$ cat src/rtl/pe_pkg.sv
// Shared constants and state encoding for the priority encoder/decoder pair.
package pe_pkg;

    localparam int PE_WIDTH = 256;
    localparam int PE_IDX_W = 8;

    // Encoder-side view of the same vector: WIDTH request bits in, IDX_W-bit index out.
    localparam int PE_ENC_IN_W  = PE_WIDTH;
    localparam int PE_ENC_OUT_W = PE_IDX_W;

    typedef enum logic {
        ST_ACCUM = 1'b0,
        ST_HOLD  = 1'b1
    } pd_state_t;

endpackage

$ cat src/rtl/decoder_256bit.sv
// Combinational IDX_W-to-WIDTH one-hot decoder used on the bit-set path.
module decoder_256bit
    import pe_pkg::*;
#(
    parameter int WIDTH = PE_WIDTH,
    parameter int IDX_W = PE_IDX_W
) (
    input  logic [IDX_W-1:0] i_idx,
    output logic [WIDTH-1:0] o_onehot
);

    always_comb begin
        o_onehot        = '0;
        o_onehot[i_idx] = 1'b1;
    end

endmodule

$ cat src/rtl/priority_decoder_256bit.sv
// Rebuilds a WIDTH-bit vector from a stream of set-bit indices, counting distinct
// bits and flagging non-descending order; result is held until the consumer takes it.
module priority_decoder_256bit
    import pe_pkg::*;
#(
    parameter int WIDTH = PE_WIDTH,
    parameter int IDX_W = PE_IDX_W
) (
    input  logic             clk,
    input  logic             rst_n,
    input  logic [IDX_W-1:0] in_idx,
    input  logic             in_empty,
    input  logic             in_last,
    input  logic             in_valid,
    output logic             in_ready,
    output logic [WIDTH-1:0] out_vec,
    output logic [IDX_W:0]   out_count,
    output logic             order_err,
    output logic             out_valid,
    input  logic             out_ready
);

    pd_state_t        r_state;
    pd_state_t        w_stateNext;

    logic [WIDTH-1:0] r_acc;
    logic [IDX_W:0]   r_cnt;
    logic             r_err;
    logic [IDX_W-1:0] r_prevIdx;
    logic             r_prevValid;

    logic [WIDTH-1:0] r_outVec;
    logic [IDX_W:0]   r_outCnt;
    logic             r_outErr;

    logic [WIDTH-1:0] w_onehot;
    logic [WIDTH-1:0] w_accNext;
    logic [IDX_W:0]   w_cntNext;
    logic             w_errNext;
    logic             w_accept;
    logic             w_handshake;
    logic             w_incr;
    logic             w_orderBad;

    decoder_256bit #(
        .WIDTH (WIDTH),
        .IDX_W (IDX_W)
    ) u_decoder (
        .i_idx    (in_idx),
        .o_onehot (w_onehot)
    );

    assign w_accept    = (r_state == ST_ACCUM) && in_valid;
    assign w_handshake = (r_state == ST_HOLD) && out_ready;

    // A repeated index is also an order error, hence >= rather than >.
    assign w_incr     = !in_empty && !r_acc[in_idx];
    assign w_orderBad = !in_empty && r_prevValid && (in_idx >= r_prevIdx);

    assign w_accNext = in_empty ? r_acc : (r_acc | w_onehot);
    assign w_cntNext = r_cnt + (IDX_W+1)'(w_incr);
    assign w_errNext = r_err | w_orderBad;

    always_ff @(posedge clk or negedge rst_n) begin
        if (!rst_n) begin
            r_state <= ST_ACCUM;
        end else begin
            r_state <= w_stateNext;
        end
    end

    always_comb begin
        w_stateNext = r_state;
        case (r_state)
            ST_ACCUM: if (w_accept && in_last) w_stateNext = ST_HOLD;
            ST_HOLD:  if (out_ready)           w_stateNext = ST_ACCUM;
            default:                           w_stateNext = ST_ACCUM;
        endcase
    end

    always_ff @(posedge clk or negedge rst_n) begin
        if (!rst_n) begin
            r_acc       <= '0;
            r_cnt       <= '0;
            r_err       <= 1'b0;
            r_prevIdx   <= '0;
            r_prevValid <= 1'b0;
            r_outVec    <= '0;
            r_outCnt    <= '0;
            r_outErr    <= 1'b0;
        end else if (w_handshake) begin
            r_acc       <= '0;
            r_cnt       <= '0;
            r_err       <= 1'b0;
            r_prevIdx   <= '0;
            r_prevValid <= 1'b0;
        end else if (w_accept) begin
            r_acc <= w_accNext;
            r_cnt <= w_cntNext;
            r_err <= w_errNext;
            if (!in_empty) begin
                r_prevIdx   <= in_idx;
                r_prevValid <= 1'b1;
            end
            if (in_last) begin
                r_outVec <= w_accNext;
                r_outCnt <= w_cntNext;
                r_outErr <= w_errNext;
            end
        end
    end

    assign in_ready  = (r_state == ST_ACCUM);
    assign out_valid = (r_state == ST_HOLD);
    assign out_vec   = r_outVec;
    assign out_count = r_outCnt;
    assign order_err = r_outErr;

endmodule

$ cat config.mk
export PLATFORM = sky130hd
export DESIGN_NAME = priority_decoder_256bit
export DESIGN_NICKNAME = d
export VERILOG_FILES = /design/src/rtl/pe_pkg.sv /design/src/rtl/decoder_256bit.sv /design/src/rtl/priority_decoder_256bit.sv
export SDC_FILE = /design/constraint.sdc
export NUM_CORES = 1
export LEC_CHECK = 0
export BUFFER_PORTS_ARGS = -buffer_cell sky130_fd_sc_hd__buf_2
export CAP_MARGIN = 20
export CORE_MARGIN = 4
export CORE_UTILIZATION = 40
export CTS_CLUSTER_DIAMETER = 200
export DETAILED_ROUTE_END_ITERATION = 10
export PLACE_DENSITY_LB_ADDON = 0.12
export SLEW_MARGIN = 10
export SYNTH_ARGS = -nofsm -noshare
export SYNTH_HDL_FRONTEND = slang
export SYNTH_SLANG_ARGS = --single-unit
$ cat constraint.sdc
create_clock -name clk -period 5.75 [get_ports clk]
set_clock_uncertainty 0.2 [all_clocks]
set_input_delay 1.15 -clock clk [delete_from_list [all_inputs] [get_ports clk]]
set_output_delay 1.15 -clock clk [all_outputs]
set_load 0.02 [all_outputs]
==> reports/metrics.csv, run 1 <==
metric;value;unit
IO Pins;282;
crit path capture type;register;
Critical Path Fanout Max;24;
post-route cell area;27800;sq um
Layout area overhead;19.2;%
cell area after synthesis;23300;sq um
number of synthesized flops with an enable pin;0;
Seq/Total Area, Yosys;58.2;%
CTS tree;yes;
PortBufs;281;
FF-to-FF Start;r_acc[27];
area leader, netlist;dfrtp_1;
setup ws final;926;ps
Hold Crit Start;out_vec[52];
run status;completed;
Final setup violation count;0;
Max Root-Sink Buffers;3;
classification of the worst setup path;in -> reg;
Yosys cell types;46;
DRT antenna net count;0;
Final min period;4820;ps
slew of the pin with the lowest slew margin;1170;ps
Period Utilization, post-route;83.9;%
Slew headroom;22.2;%
WHS Path Cells;2;
Worst Hold Endpoint;out_vec[52];
Worst R2R End;r_cnt[8];
commonest non-fill, non-tap cell in the layout;dfrtp_1;
top cell type's share of synthesized area;58.2;%
CP Launch Type;input pin;
Detailed Place HPWL;55200;microns
antenna violations before repair;8;
post-synthesis area per instance;10.6;sq um
Max IR drop VDD;0.000256;V
DP Area;25700;sq um
drc violations;0;
hold crit path type;reg -> reg;
Synth area leaders;dfrtp_1 58%, o21ai_0 7.4%, mux4_2 6.6%, a22o_1 6.5%, nand2_1 6.1%;
CP Launch Point;in_idx[0];
clk_lat worst skew;630;ps
Total Negative Setup Slacks;0;ps
CTS Root Buffer Type;clkbuf_16;
max-slew violation count;0;
CTS Buf Count;58;
vias in the first global route;18661;
clk sink count;542;
Req. time, crit path;6050;ps
Place WS;314;ps
max_cap viols;0;
total wire length;81600;microns
Die Area;62200;sq um
Reg2Reg Setup Slack;1550;ps
H-tree levels;2;
vias per inst;5.83;
RSZ-0062 raised after global routing;false;
Post-Syn Nets;2219;
Die H;249;microns
routed vias;18892;
DR WL/cell;25.2;microns
yosys warns;0;
pin count of the biggest net entering global routing;244;
grt ovf;0;
area of the core;57700;sq um
P per Cell Area;304;nW/um^2
Post-Syn Instances;2195;
1st-iter DRT viols;2073;
setup bufs post-CTS;0;
first-pass GRT wire length;123000;microns
clock-pin slew on the worst setup and hold paths;60;ps
Pre-antenna DRT Iters;7;
Row Count;88;
R2R depth;15;
fin nets;2454;
commonest non-fill, non-tap cells in the layout;542 x dfrtp_1, 377 x nand2_1, 344 x o21ai_0;
global placer's final weighted congestion;0.916;
top_reg_cell synth;dfrtp_1;
Initial Util;40.4;%
flops & latches, synth;542;
ys async rst share;100;%
GRT Total Usage;25.6;%
f_max;207;MHz
die width;249;microns
Leak;0.0130;uW
final hold vios;0;
share of cells above drive strength 1;22.9;%
Worst Path Arrival;5120;ps
hold slack final;271;ps
hold buffer count at cts;0;
Post-CTS Resized;0;
## worst max path at each step
stage	end	cells after the start
5_1_grt	r_cnt[8]	16
3_5_place_dp	r_cnt[8]	16
4_1_cts	r_cnt[8]	16
3_3_place_gp	r_cnt[8]	16
6_report	r_cnt[8]	16
2_1_floorplan	r_cnt[8]	17
## stage by stage
step / power [uW] / std cells / utilization, %
2_1_floorplan: 4330 / 2195 / -
3_3_place_gp: 4600 / 3125 / 44.5
3_5_place_dp: 4610 / 3129 / 44.6
4_1_cts: 8510 / 3233 / 48.0
5_1_grt: 8740 / 3240 / 48.2
6_report: 8450 / 3241 / 48.2
## where the power goes
part / switching [uW] / internal, uW / leakage [uW] / total, uW
combinational: 460 / 164 / 0.00447 / 624
clock: 1580 / 2330 / 0.000988 / 3900
sequential: 45.1 / 3880 / 0.00755 / 3920
total: 2080 / 6370 / 0.0130 / 8450
## state kept, by name, summed over array words and instances (netlist names)
name         flops
out_vec        256
r_acc          256
out_count        9
r_cnt            9
r_prevIdx        8
order_err        1
out_valid        1
r_err            1
r_prevValid      1
## cell usage after synthesis (5+ instances only)
master,n
mux4_2,68
nand2b_1,8
ha_1,10
nor3_1,23
a32o_1,9
a22o_1,172
a21oi_1,279
mux2_2,5
o22ai_1,5
nand3_1,5
buf_2,33
buf_1,9
and3_1,10
dfrtp_1,542
nand2_1,379
xnor2_1,7
and2_1,6
inv_1,11
clkbuf_1,147
buf_4,5
o21ai_0,344
nor2b_1,6
a21o_1,5
o31ai_1,7
nor2_1,58
## cells by family after synthesis
group / synth area share, %
AOI/OAI and AO/OA: 21.4
xor gates and xnor gates: 0.263
adders and majority gates: 0.537
buffers and inverters: 3.77
DFF: 58.2
muxes: 6.98
and+or+nand+nor: 8.89
## cell type report
type	instances	area (sq um)
Fill cell	5421	29900
Sequential cell	542	13600
Multi-Input combinational cell	1443	8980
Timing Repair Buffer	373	2240
Clock buffer	88	1760
Tap cell	765	957
Clock inverter	16	224
Inverter	12	45.0
Antenna cell	2	5.00
## critical path, cell delays in order
cell      delay [ps]
buf_4            400
mux4_2           580
a22o_1           240
a221oi_1         310
o22ai_1          160
o31ai_2          290
nand4_1          130
nor2_1           320
ha_1             240
ha_1             220
and3_1           260
and3_1           260
and3_1           240
nor2_1            50
o21ai_0          140
o21ai_0          100
## layer usage
layer  GRT usage, %  vias to the layer above  share of wire (%)
met3           6.34                      154                8.4
met4           7.95                       10                3.0
li1               -                     8351                  -
met1           36.0                     9525                 43
met5              0                        -              0.081
met2           39.6                      852                 46
Note: power is estimated with default switching activity, not from simulation.
==> inputs of run 2 (changes only) <==
==> constraint.sdc (replaced) <==
create_clock -name clk -period 4.2 [get_ports clk]
set_clock_uncertainty 0.2 [all_clocks]
set_input_delay 0.84 -clock clk [delete_from_list [all_inputs] [get_ports clk]]
set_output_delay 0.84 -clock clk [all_outputs]
set_load 0.02 [all_outputs]
==> run 2 against run 1 <==
  * Non-clock buffer count grew 44
  * Highest routed layer unchanged
  * Via count increased by 1.5%
  * Critical path type unchanged
  * Routed wire length grew 0.80%
  * Sequential power is 37% higher
  * Core utilization increased by 0.83 points
  * Combinational power up 45%
  * First-iteration DRC count shrank 3.0%
  * Final cell count up 1.5%
  * Register-to-register slack lost 1300 ps
  * Clock power is 37% higher
  * Cell area increased by 1.7%
  * Clock-buffer cell count is 3 lower
==> reports/metrics.csv, run 2 (synthesized netlist as in run 1, its figures left out) <==
metric;value;unit;change
final hold vios;0;;unchanged
clk sink count;542;;unchanged
CP peak stage delay;490;ps;was 580 ps
DR WL/cell;25.0;microns;was 25.2 microns
Leak;0.0133;uW;was 0.0130 uW
PortBufs;281;;unchanged
1st-iter DRT viols;2010;;was 2073
GRT Total Usage;25.8;%;was 25.6%
fin util;49.0;%;was 48.2%
Initial Util;40.4;%;unchanged
R2R depth;16;;was 15
hold crit path type;in -> async;;was reg -> reg
Layout area overhead;21.3;%;was 19.2%
total wire length;82200;microns;was 81600 microns
die width;249;microns;unchanged
CP Launch Type;input pin;;unchanged
post-route cell area;28300;sq um;was 27800 sq um
slew of the pin with the lowest slew margin;996;ps;was 1170 ps
pin count of the biggest net entering global routing;117;;was 244
Placed Cells incl. Taps;3179;;was 3129
Max Root-Sink Buffers;3;;unchanged
Die Area;62200;sq um;unchanged
Reg2Reg Setup Slack;260;ps;was 1550 ps
grt ovf;0;;unchanged
Slew headroom;33.1;%;was 22.2%
Req. time, crit path;4490;ps;was 6050 ps
run status;completed;;unchanged
antenna violations before repair;3;;was 8
setup bufs post-CTS;0;;unchanged
commonest non-fill, non-tap cells in the layout;542 x dfrtp_1, 377 x nand2_1, 344 x o21ai_0;;unchanged
area of the core;57700;sq um;unchanged
RSZ-0062 raised after global routing;false;;unchanged
clock-pin slew on the worst setup and hold paths;60;ps;about the same
WP buf/inv;4;;was 1
crit-path leading delay family;multiplexers;;was simple AND/OR/NAND/NOR gates
max_cap viols;0;;unchanged
critical path, cell by cell;buf_6 > buf_12 > mux4_2 > mux4_2 > o311ai_1 > a31oi_1 > nor2_2 > buf_4 > ha_1 > ha_1 > and3_1 > and3_1 > and3_1 > buf_4 > xnor2_1 > o21ai_0;;was buf_4 > mux4_2 > a22o_1 > a221oi_1 > o22ai_1 > o31ai_2 > nand4_1 > nor2_1 > ha_1 > ha_1 > and3_1 > and3_1 > and3_1 > nor2_1 > o21ai_0 > o21ai_0
crit path capture type;register;;unchanged
share of cells above drive strength 1;24.4;%;was 22.9%
DRT antenna net count;0;;unchanged
IO Pins;282;;unchanged
Period Utilization, post-route;95.2;%;
f_max;250;MHz;
slowest stage cell, crit path;mux4_2;;unchanged
Worst Path Arrival;4290;ps;was 5120 ps
Die H;249;microns;unchanged
Critical Path Fanout Max;10;;was 24
drc violations;0;;unchanged
classification of the worst setup path;in -> reg;;unchanged
H-tree levels;2;;unchanged
CTS Buf Count;59;;was 58
routed vias;19182;;was 18892
DP Area;26200;sq um;was 25700 sq um
Detailed Place HPWL;57300;microns;was 55200 microns
commonest non-fill, non-tap cell in the layout;dfrtp_1;;unchanged
vias in the first global route;18899;;was 18661
clk_lat worst skew;620;ps;was 630 ps
Pre-antenna DRT Iters;6;;was 7
most used cell, CP;and3_1;;unchanged
Max IR drop VDD;0.000318;V;was 0.000256 V
Row Count;88;;unchanged
non-filler cells in the finished layout;3289;;was 3241
P per Cell Area;412;nW/um^2;was 304 nW/um^2
Final min period;4000;ps;
fin nets;2499;;was 2454
CTS tree;yes;;unchanged
max-slew violation count;0;;unchanged
WP depth;16;;unchanged
CTS Root Buffer Type;clkbuf_16;;unchanged
first-pass GRT wire length;124000;microns;was 123000 microns
Final setup violation count;0;;unchanged
hold slack final;50.5;ps;was 271 ps
vias per inst;5.83;;about the same
global placer's final weighted congestion;0.942;;was 0.916
## run 2: cell count changes in the layout (fill, tap and decap cells not counted), sizes merged
cell	change
clkinv	+3
inv	+1
buf	+45
clkinvlp	+3
clkbuf	-4
## run 2: layer usage
metal	up-vias	GRT usage, %	share of wire (%)
met5	-	0	0.016
met4	2	8.24	3.3
met3	177	5.15	8.2
met2	907	40.2	46
met1	9654	36.8	42
li1	8442	-	-
## run 2: final timing paths
check / from / to
hold / removal: rst_n / out_vec[19]
min in group clk: out_ready / out_valid
max in group asynchronous: rst_n / r_acc[156]
hold reg to reg: out_vec[159] / out_vec[159]
setup reg to reg: r_acc[27] / out_count[8]
setup / recovery: in_idx[0] / out_count[8]
## run 2: timing repair
item | in CTS | in global routing
hold buffers | 0 | 0
setup endpoints to repair | 0 | 4
resized for setup | 0 | 5
## run 2: area by class of cell
type / instances / area, sq um
well taps: 765 / 957
fillers: 5351 / 29400
flip-flops and latches: 542 / 13600
clock inverters: 23 / 263
diodes: 2 / 5.00
repair buffers: 417 / 2710
clock buffers: 85 / 1730
inverters: 12 / 45.0
multi-input cells: 1443 / 8990
## run 2: stage by stage
stage,setup WS (ps),setup TNS (ps),power (uW)
detailed placement,-511,-3690,6370
floorplan,40.2,0,5920
global route,48.2,0,12000
global placement,-482,-2690,6350
CTS,120,0,11700
finish,201,0,11600
## run 2: worst reg2reg max path, stage by stage, from the launching register on
cell,delay [ps]
dfrtp_1,430
mux4_2,490
a22o_1,250
a221oi_1,240
o22ai_1,160
o31ai_2,370
nand4_1,190
nor2_2,170
buf_4,140
ha_1,160
ha_1,170
and3_1,190
and3_1,180
and3_1,180
buf_4,120
xnor2_1,110
o21ai_0,90
## run 2: report_power, final
group | internal, uW | switching [uW] | total, uW
registers | 5310 | 62.7 | 5370
logic | 259 | 648 | 907
clock network | 3170 | 2200 | 5360
==> inputs of run 3 (changes only) <==
==> constraint.sdc (replaced) <==
create_clock -name clk -period 4.3 [get_ports clk]
set_clock_uncertainty 0.2 [all_clocks]
set_input_delay 0.86 -clock clk [delete_from_list [all_inputs] [get_ports clk]]
set_output_delay 0.86 -clock clk [all_outputs]
set_load 0.02 [all_outputs]
==> run 3 against run 2 <==
  * Power is 1.4% lower
  * Routed wire length is 0.70% higher
  * Largest cell class unchanged
  * Cell area hardly changed
==> reports/metrics.csv, run 3 (synthesized netlist as in run 1, its figures left out) <==
metric;value;unit;change
max_cap viols;0;;unchanged
Max Root-Sink Buffers;3;;unchanged
Max IR drop VDD;0.000293;V;was 0.000318 V
clock-pin slew on the worst setup and hold paths;60;ps;about the same
clk sink count;542;;unchanged
Initial Util;40.4;%;unchanged
CP peak stage delay;520;ps;was 490 ps
global placer's final weighted congestion;0.938;;was 0.942
routed vias;18992;;was 19182
CP Launch Point;in_idx[0];;unchanged
setup bufs post-CTS;0;;unchanged
slowest stage cell, crit path;mux4_2;;unchanged
CTS Root Buffer Type;clkbuf_16;;unchanged
Fillers;5382;;was 5351
Row Count;88;;unchanged
commonest non-fill, non-tap cell in the layout;dfrtp_1;;unchanged
register area;13600;sq um;unchanged
fin util;49.0;%;about the same
commonest non-fill, non-tap cells in the layout;542 x dfrtp_1, 377 x nand2_1, 344 x o21ai_0;;unchanged
PortBufs;281;;unchanged
Die Area;62200;sq um;unchanged
Total Negative Setup Slacks;0;ps;unchanged
Layout area overhead;21.3;%;about the same
run status;completed;;unchanged
Pre-antenna DRT Iters;5;;was 6
Req. time, crit path;4590;ps;was 4490 ps
slew of the pin with the lowest slew margin;1180;ps;was 996 ps
CTS tree;yes;;unchanged
die width;249;microns;unchanged
share of cells above drive strength 1;24.5;%;was 24.4%
clk_lat worst skew;620;ps;about the same
drc violations;0;;unchanged
IO Pins;282;;unchanged
Detailed Place HPWL;57900;microns;was 57300 microns
FF-to-FF Start;r_acc[59];;was r_acc[27]
Slew headroom;20.6;%;was 33.1%
pin count of the biggest net entering global routing;108;;was 117
DR WL/cell;25.2;microns;was 25.0 microns
Worst Path Arrival;4370;ps;was 4290 ps
R2R depth;16;;unchanged
antenna violations before repair;5;;was 3
Final min period;4070;ps;
1st-iter DRT viols;1815;;was 2010
critical path, cell by cell;buf_6 > buf_4 > mux4_2 > a221oi_2 > o22ai_1 > o31ai_2 > nand4_1 > nor2_4 > buf_4 > ha_1 > ha_1 > and3_1 > and3_1 > and3_1 > nor2_1 > o21ai_0 > o21ai_0;;was buf_6 > buf_12 > mux4_2 > mux4_2 > o311ai_1 > a31oi_1 > nor2_2 > buf_4 > ha_1 > ha_1 > and3_1 > and3_1 > and3_1 > buf_4 > xnor2_1 > o21ai_0
Leak;0.0133;uW;about the same
total wire length;82800;microns;was 82200 microns
vias in the first global route;18887;;was 18899
Period Utilization, post-route;94.8;%;
grt ovf;0;;unchanged
CTS Buf Count;57;;was 59
P per Cell Area;406;nW/um^2;was 412 nW/um^2
hold crit path type;in -> async;;unchanged
GRT Total Usage;26.0;%;was 25.8%
classification of the worst setup path;in -> reg;;unchanged
fin nets;2502;;was 2499
crit path capture type;register;;unchanged
hold buffer count at cts;0;;unchanged
Critical Path Fanout Max;11;;was 10
f_max;245;MHz;
final hold vios;0;;unchanged
Post-CTS Resized;0;;unchanged
DRT antenna net count;0;;unchanged
most used cell, CP;and3_1;;unchanged
Die H;249;microns;unchanged
Final setup violation count;0;;unchanged
multi-input logic area;9000;sq um;was 8990 sq um
max-slew violation count;0;;unchanged
H-tree levels;2;;unchanged
RSZ-0062 raised after global routing;false;;unchanged
vias per inst;5.78;;was 5.83
first-pass GRT wire length;125000;microns;was 124000 microns
area of the core;57700;sq um;unchanged
CP Launch Type;input pin;;unchanged
==> run 3: layer usage <==
layer / routed length [microns] / vias up / GRT usage [%]
met5: 41 / - / 0
met4: 2550 / 6 / 7.71
met3: 6890 / 171 / 6.49
met2: 38300 / 827 / 41.0
met1: 35000 / 9538 / 36.1
li1: - / 8450 / -
==> run 3: worst paths after layout <==
path                               endpoint  slack, ps
min in group clk                out_vec[69]        270
worst min register to register  out_vec[69]        270
worst max register to register     r_cnt[8]        340
worst max-delay path               r_cnt[8]        230
worst min-delay path            out_vec[21]        100
max in group asynchronous         r_acc[91]       2780
==> run 3: metrics by stage <==
stage                     setup slack, ps  hold slack (ps)  instances  total power, uW  cell area [sq um]
final                                 225              104       3288            11500              28300
after detailed placement             -471              265       3183             6220              26200
after CTS                             150              185       3285            11600              28200
after floorplan                       120              251       2195             5790              23300
after global routing                 50.8              189       3286            11900              28300
after global placement               -462              258       3183             6210              26200
==> run 3: cell type report <==
class	instances	share of cell area, %
timing repair buffer	422	9.52
tap	765	3.38
multi-input combinational	1443	31.8
inverter	12	0.159
clock buffer	76	5.65
clock inverter	26	1.50
sequential	542	48.0
antenna	2	0.0177
==> run 3: power by group <==
group	internal [uW]	total, uW	switching (uW)
logic	251	882	631
registers	5190	5250	61.8
clock network	3260	5350	2100
total	8690	11500	2790
==> run 3: worst max-delay path, delay by kind of cell <==
kind                       cells  cell delay [ps]
muxes                          1              520
AOI/OAI and AO/OA              5             1100
and+or+nand+nor                6             1010
adders and majority gates      2              340
buffers and inverters          3              510
